### config.mk
export PLATFORM = sky130hd
export DESIGN_NAME = conv_feeder
export DESIGN_NICKNAME = d
export VERILOG_FILES = /design/src/rtl/conv_feeder_pkg.sv /design/src/rtl/conv_feeder_addr_gen.sv /design/src/rtl/conv_feeder.sv
export SDC_FILE = /design/constraint.sdc
export NUM_CORES = 1
export LEC_CHECK = 0
export ABC_CLOCK_PERIOD_IN_PS = 17000
export CAP_MARGIN = 0
export CORE_MARGIN = 2
export CORE_UTILIZATION = 60
export DETAILED_ROUTE_END_ITERATION = 7
export DONT_BUFFER_PORTS = 1
export PLACE_DENSITY = 0.85
export SYNTH_ARGS = -nofsm -noshare
export SYNTH_HDL_FRONTEND = slang
export SYNTH_HIERARCHICAL = 1
export SYNTH_SLANG_ARGS = --single-unit
### constraint.sdc
create_clock -name clk -period 17 [get_ports clk]
set_input_delay 3.4 -clock clk [delete_from_list [all_inputs] [get_ports clk]]
set_output_delay 3.4 -clock clk [all_outputs]
set_load 0.02 [all_outputs]
### src/rtl/conv_feeder_pkg.sv
// Shared types and sizing helpers for the convolution feeder.
package conv_feeder_pkg;

    typedef enum logic [1:0] {StIdle, StStart, StStream, StDone} state_e;

    // Values for the default 27x27 / pad 2 / 5x5 configuration.
    localparam int unsigned DefaultPadSide    = 31;
    localparam int unsigned DefaultKernelArea = 25;

    function automatic int unsigned padded_side(int unsigned ifm_size, int unsigned pad);
        return ifm_size + 2 * pad;
    endfunction

    function automatic int unsigned kernel_area(int unsigned k);
        return k * k;
    endfunction

    // Bits needed to hold the values 0..max_val inclusive.
    function automatic int unsigned cnt_width(int unsigned max_val);
        return (max_val < 2) ? 1 : $clog2(max_val + 1);
    endfunction

endpackage

### src/rtl/conv_feeder_addr_gen.sv
// Pass/position counters, pad detection and memory address generation for conv_feeder.
module conv_feeder_addr_gen
    import conv_feeder_pkg::*;
#(
    parameter int unsigned IFM_SIZE    = 27,
    parameter int unsigned KERNEL_SIZE = 5,
    parameter int unsigned PAD         = 2,
    parameter int unsigned CI          = 3,
    parameter int unsigned CO          = 8,
    parameter int unsigned ADDR_WIDTH  = 16
) (
    input  logic                  clk,
    input  logic                  rst_n,
    input  logic                  clear_i,
    input  logic                  ifm_adv_i,
    input  logic                  wgt_adv_i,
    output logic                  ifm_left_o,
    output logic                  wgt_left_o,
    output logic                  ifm_pad_o,
    output logic [ADDR_WIDTH-1:0] ifm_addr_o,
    output logic [ADDR_WIDTH-1:0] wgt_addr_o,
    output logic                  pass_end_o,
    output logic                  last_pass_o
);

    localparam int unsigned P    = padded_side(IFM_SIZE, PAD);
    localparam int unsigned KK   = kernel_area(KERNEL_SIZE);
    localparam int unsigned PosW = cnt_width(P);
    localparam int unsigned KW   = cnt_width(KK);
    localparam int unsigned CiW  = cnt_width(CI);
    localparam int unsigned CoW  = cnt_width(CO);

    logic [PosW-1:0] row_q, row_d, col_q, col_d;
    logic [KW-1:0]   k_q, k_d;
    logic [CiW-1:0]  ci_q, ci_d;
    logic [CoW-1:0]  co_q, co_d;
    logic            ifm_last, wgt_last;

    // row_q == P marks the ifm side of the pass as exhausted.
    assign ifm_left_o = row_q < PosW'(P);
    assign wgt_left_o = k_q < KW'(KK);

    assign ifm_last = !ifm_left_o ||
                      (ifm_adv_i && row_q == PosW'(P - 1) && col_q == PosW'(P - 1));
    assign wgt_last = !wgt_left_o || (wgt_adv_i && k_q == KW'(KK - 1));

    assign pass_end_o  = ifm_last && wgt_last && (ifm_adv_i || wgt_adv_i);
    assign last_pass_o = (ci_q == CiW'(CI - 1)) && (co_q == CoW'(CO - 1));

    assign ifm_pad_o = (row_q < PosW'(PAD)) || (row_q >= PosW'(PAD + IFM_SIZE)) ||
                       (col_q < PosW'(PAD)) || (col_q >= PosW'(PAD + IFM_SIZE));

    assign wgt_addr_o = (ADDR_WIDTH'(co_q) * ADDR_WIDTH'(CI) + ADDR_WIDTH'(ci_q)) *
                        ADDR_WIDTH'(KK) + ADDR_WIDTH'(k_q);

    assign ifm_addr_o = ADDR_WIDTH'(ci_q) * ADDR_WIDTH'(IFM_SIZE * IFM_SIZE) +
                        (ADDR_WIDTH'(row_q) - ADDR_WIDTH'(PAD)) * ADDR_WIDTH'(IFM_SIZE) +
                        ADDR_WIDTH'(col_q) - ADDR_WIDTH'(PAD);

    always_comb begin
        row_d = row_q;
        col_d = col_q;
        k_d   = k_q;
        ci_d  = ci_q;
        co_d  = co_q;
        if (clear_i) begin
            row_d = '0;
            col_d = '0;
            k_d   = '0;
            ci_d  = '0;
            co_d  = '0;
        end else if (pass_end_o) begin
            row_d = '0;
            col_d = '0;
            k_d   = '0;
            if (ci_q == CiW'(CI - 1)) begin
                ci_d = '0;
                co_d = (co_q == CoW'(CO - 1)) ? '0 : co_q + CoW'(1);
            end else begin
                ci_d = ci_q + CiW'(1);
            end
        end else begin
            if (ifm_adv_i) begin
                if (col_q == PosW'(P - 1)) begin
                    col_d = '0;
                    row_d = row_q + PosW'(1);
                end else begin
                    col_d = col_q + PosW'(1);
                end
            end
            if (wgt_adv_i) begin
                k_d = k_q + KW'(1);
            end
        end
    end

    always_ff @(posedge clk or negedge rst_n) begin
        if (!rst_n) begin
            row_q <= '0;
            col_q <= '0;
            k_q   <= '0;
            ci_q  <= '0;
            co_q  <= '0;
        end else begin
            row_q <= row_d;
            col_q <= col_d;
            k_q   <= k_d;
            ci_q  <= ci_d;
            co_q  <= co_d;
        end
    end

endmodule

### src/rtl/conv_feeder.sv
// Layer feeder: streams padded ifm words and kernel weights to a convolution consumer on request.
module conv_feeder
    import conv_feeder_pkg::*;
#(
    parameter int unsigned IFM_WIDTH    = 16,
    parameter int unsigned WEIGHT_WIDTH = 16,
    parameter int unsigned IFM_SIZE     = 27,
    parameter int unsigned KERNEL_SIZE  = 5,
    parameter int unsigned PAD          = 2,
    parameter int unsigned CI           = 3,
    parameter int unsigned CO           = 8,
    parameter int unsigned ADDR_WIDTH   = 16
) (
    input  logic                    clk,
    input  logic                    rst_n,
    input  logic                    start_i,
    input  logic                    ifm_read_i,
    input  logic                    wgt_read_i,
    output logic                    start_conv_o,
    output logic                    in_valid_o,
    output logic [IFM_WIDTH-1:0]    ifm_o,
    output logic [WEIGHT_WIDTH-1:0] wgt_o,
    output logic                    ifm_mem_rd_o,
    output logic [ADDR_WIDTH-1:0]   ifm_mem_addr_o,
    input  logic [IFM_WIDTH-1:0]    ifm_mem_data_i,
    output logic                    wgt_mem_rd_o,
    output logic [ADDR_WIDTH-1:0]   wgt_mem_addr_o,
    input  logic [WEIGHT_WIDTH-1:0] wgt_mem_data_i,
    output logic                    busy_o,
    output logic                    done_o,
    output logic                    overrun_o
);

    state_e state_q;
    logic   start_conv_q, busy_q, done_q, overrun_q;
    logic   in_valid_q, ifm_sel_q, wgt_sel_q;
    logic   launch, streaming, ifm_acc, wgt_acc;
    logic   ifm_left, wgt_left, ifm_pad, pass_end, last_pass;
    logic [ADDR_WIDTH-1:0] ifm_addr, wgt_addr;

    assign launch    = (state_q == StIdle) && start_i;
    assign streaming = (state_q == StStream);
    assign ifm_acc   = streaming && ifm_read_i && ifm_left;
    assign wgt_acc   = streaming && wgt_read_i && wgt_left;

    // Pad positions consume a slot but never touch memory.
    assign ifm_mem_rd_o   = ifm_acc && !ifm_pad;
    assign ifm_mem_addr_o = ifm_mem_rd_o ? ifm_addr : '0;
    assign wgt_mem_rd_o   = wgt_acc;
    assign wgt_mem_addr_o = wgt_acc ? wgt_addr : '0;

    conv_feeder_addr_gen #(
        .IFM_SIZE    (IFM_SIZE),
        .KERNEL_SIZE (KERNEL_SIZE),
        .PAD         (PAD),
        .CI          (CI),
        .CO          (CO),
        .ADDR_WIDTH  (ADDR_WIDTH)
    ) u_addr_gen (
        .clk         (clk),
        .rst_n       (rst_n),
        .clear_i     (launch),
        .ifm_adv_i   (ifm_acc),
        .wgt_adv_i   (wgt_acc),
        .ifm_left_o  (ifm_left),
        .wgt_left_o  (wgt_left),
        .ifm_pad_o   (ifm_pad),
        .ifm_addr_o  (ifm_addr),
        .wgt_addr_o  (wgt_addr),
        .pass_end_o  (pass_end),
        .last_pass_o (last_pass)
    );

    always_ff @(posedge clk or negedge rst_n) begin
        if (!rst_n) begin
            state_q      <= StIdle;
            start_conv_q <= 1'b0;
            busy_q       <= 1'b0;
            done_q       <= 1'b0;
        end else begin
            case (state_q)
                StIdle: begin
                    if (start_i) begin
                        state_q      <= StStart;
                        start_conv_q <= 1'b1;
                        busy_q       <= 1'b1;
                    end
                end
                StStart: begin
                    state_q      <= StStream;
                    start_conv_q <= 1'b0;
                end
                StStream: begin
                    if (pass_end && last_pass) begin
                        state_q <= StDone;
                        done_q  <= 1'b1;
                    end
                end
                StDone: begin
                    state_q <= StIdle;
                    done_q  <= 1'b0;
                    busy_q  <= 1'b0;
                end
                default: state_q <= StIdle;
            endcase
        end
    end

    always_ff @(posedge clk or negedge rst_n) begin
        if (!rst_n) begin
            in_valid_q <= 1'b0;
            ifm_sel_q  <= 1'b0;
            wgt_sel_q  <= 1'b0;
            overrun_q  <= 1'b0;
        end else begin
            in_valid_q <= ifm_acc || wgt_acc;
            ifm_sel_q  <= ifm_mem_rd_o;
            wgt_sel_q  <= wgt_acc;
            if (launch) begin
                overrun_q <= 1'b0;
            end else if ((ifm_read_i && !ifm_acc) || (wgt_read_i && !wgt_acc)) begin
                overrun_q <= 1'b1;
            end
        end
    end

    assign start_conv_o = start_conv_q;
    assign busy_o       = busy_q;
    assign done_o       = done_q;
    assign overrun_o    = overrun_q;
    assign in_valid_o   = in_valid_q;
    assign ifm_o        = ifm_sel_q ? ifm_mem_data_i : '0;
    assign wgt_o        = wgt_sel_q ? wgt_mem_data_i : '0;

endmodule

==> results.yml <==
synth:
  yosys.area.top_type: "ha_1"
  ys.flop_type: "dfrtp_1"
  synthCells: 564
  ys_ff_latch: 30
  netlist_top_cells_area: "ha_1 24%, dfrtp_1 15%, fa_1 13%"
  synth_edf_count: 0
  syn_area_per_cell_um2: 8.82
  yosys_warnings: 6
  synth_top_cell_area_share_pct: 24.1
  yosysMostFrequentCell: "ha_1"
  synth_common_cells: "96 x ha_1, 89 x inv_1, 67 x and2_1"
  async_flop_share_pct: 100
  yosysUniqueCellTypes: 61
  ys_seq_area_share_pct: 15.1
  syn_area_um2: 4970
route:
  drc: 0
  antenna_left: 0
  routed-via-count: 3760
  routed_wl_um: 9630
  first_pass_iters: 4
  drt_iter0_drc: 193
  vias_per_cell: 5.65
  route.detailed.wl_per_inst_um: 14.5
critical_path:
  crit_arrival_ns: 6.11
  critical_path.max_fanout: 8
  start_kind: "flip-flop"
  r2r_start: "u_addr_gen/k_q[2]$_DFFE_PN0P_"
  critical_path_class: "reg -> out"
  crit_required_ns: 13.60
  end_kind: "output port"
  startpoint: "u_addr_gen/row_q[1]$_DFFE_PN0P_"
clocking:
  cts_hold_buf: 0
  cts_sinks: 30
  cts_max_level: 2
  cts_tree: "done"
  path_clk_slew_ns: 0.07
  cts_buffer_depth: 2
  clock-root-buffer: "clkbuf_8"
  cts_setup_buffers: 0
  cts_resized: 0
  clk-insertion-delay-late_ns: 0.30
  cts_buffers: 5
worst_hold_path:
  hold_start: "state_q[0]$_DFFE_PN0P_"
  hold_class: "reg -> reg"
sta:
  maxSlewViolCount: 0
  setup_viol_count_final: 0
  layout_min_cycle_time_ns: 9.51
  finClkSkew_ns: 0.0100
  finalHoldViolations: 0
  fmax_mhz: 105
  worst-slew-pin-transition_ns: 0.887
  min_period_over_period_pct: 55.9
  rsz0062_at_grt: "no"
  max_slew_margin_pct: 40.8
  tns_ns: 0
global_routing:
  met1_usage_pct: 26.9
  grt_max_degree: 31
  antenna_found_initial: 0
  met2_usage_pct: 42.7
  grt_usage_pct: 22.6
  met3_usage_pct: 3.32
  grt_busiest_layer: "met2"
  first_global_vias: 3797
  grt_overflow: 0
  grt_pass1_wl_um: 16500
floorplanning:
  die_w_um: 95.1
  initial_core_util_pct: 61.2
  rows: 33
  core_um2: 8130
  num_io_pins: 108
  dieArea_um2: 9040
  die_h_um: 95.1
placed_design:
  io_buffers: 0
  dp_hpwl_um: 8120
  routabilityCongestion: 0.829
status:
  status: "complete, no violations"
job:
  drv_cap: 0
cells_and_area:
  n_antenna_cell: 0
  drive_gt1_share_pct: 4.82
  nets: 724
  areaGrowthSynthToFinish_pct: 2.64
## final timing paths
check	endpoint	slack, ns	cells past startpoint
max	ifm_mem_addr_o[9]	7.49	19
min	state_q[0]$_DFFE_PN0P_	0.57	1
max reg2reg	state_q[1]$_DFFE_PN0P_	13.07	9
min reg2reg	state_q[0]$_DFFE_PN0P_	0.57	1
max in group asynchronous	u_addr_gen/ci_q[0]$_DFFE_PN0P_	14.12	0
min in group asynchronous	u_addr_gen/col_q[4]$_DFFE_PN0P_	2.79	0
## cells by family after synthesis
kind of cell,count (synthesis),share of synthesized area (%)
AOI/OAI and AO/OA,89,12.4
xor gates and xnor gates,32,5.63
adders and majority gates,128,37.0
buffers and inverters,104,8.85
DFF,30,15.1
muxes,5,1.11
other,1,0.0754
and+or+nand+nor,175,19.8
## stage by stage
step / area [µm²] / setup WS, ns / hold WS, ns / instances / utilization [%]
floorplan: 4990 / 8.24 / 0.526 / 567 / -
global placement: 5010 / 8.03 / 0.540 / 657 / 61.6
detailed placement: 5010 / 7.86 / 0.564 / 657 / 61.6
CTS: 5110 / 7.51 / 0.581 / 665 / 62.8
global route: 5110 / 7.15 / 0.598 / 665 / 62.8
finish: 5110 / 7.49 / 0.575 / 665 / 62.8
## state kept, by name, indices dropped and copies added, names as in the netlist, 2 cells and up
name	cells
u_addr_gen/row_q	5
u_addr_gen/col_q	5
u_addr_gen/co_q	4
u_addr_gen/ci_q	2
u_addr_gen/k_q	5
state_q	2
## critical path: stages (launching register included)
cell and delay (ns):
dfrtp_1 0.48, inv_1 0.31, ha_1 0.24, or3b_2 0.55, inv_1 0.21, ha_1 0.29, inv_1 0.08, fa_1 0.48
inv_1 0.05, fa_1 0.48, inv_1 0.06, fa_1 0.54, inv_1 0.04, ha_1 0.32, and2_1 0.19, a221oi_1 0.39
a21boi_0 0.25, or4b_1 0.52, nand3_1 0.09, and2_1 0.23
## layer usage
| layer | up-vias | wire length, µm |
|---|---|---|
| li1 | 1849 | - |
| met1 | 1799 | 3970 |
| met2 | 98 | 5180 |
| met3 | 14 | 344 |
| met4 | 0 | 140 |
| met5 | - | 0 |
## layout make-up
class	instances	area, µm²
Multi-Input combinational cell	433	3790
Fill cell	654	3030
Sequential cell	30	751
Inverter	89	334
Tap cell	105	131
Clock buffer	6	82.6
Clock inverter	2	12.5
## cell usage in the layout (no fill, tap or decap), types with 2 or more instances in the layout
| cell | instances |
|---|---|
| mux2i_1 | 4 |
| inv_1 | 89 |
| o211ai_1 | 2 |
| nand4_1 | 4 |
| and3_1 | 3 |
| conb_1 | 4 |
| or2_2 | 3 |
| dfrtp_1 | 30 |
| xnor2_1 | 23 |
| o21a_1 | 3 |
| fa_1 | 32 |
| nor3_1 | 3 |
| and2_1 | 67 |
| or3b_2 | 2 |
| ha_1 | 96 |
| a22oi_1 | 2 |
| xor2_1 | 9 |
| or4b_1 | 2 |
| nor2_1 | 31 |
| nor2b_1 | 6 |
| a21o_1 | 14 |
| nor4_1 | 2 |
| o21ai_0 | 19 |
| a211oi_1 | 4 |
| a21oi_1 | 23 |
| o311ai_0 | 2 |
| a221oi_1 | 5 |
| nand2_1 | 24 |
| or3_1 | 4 |
| nand3_1 | 13 |
| clkbuf_8 | 6 |
Power is left out: the tool's default activity adds up to more than one toggle a clock period on the data nets, which glitch-free logic cannot reach.
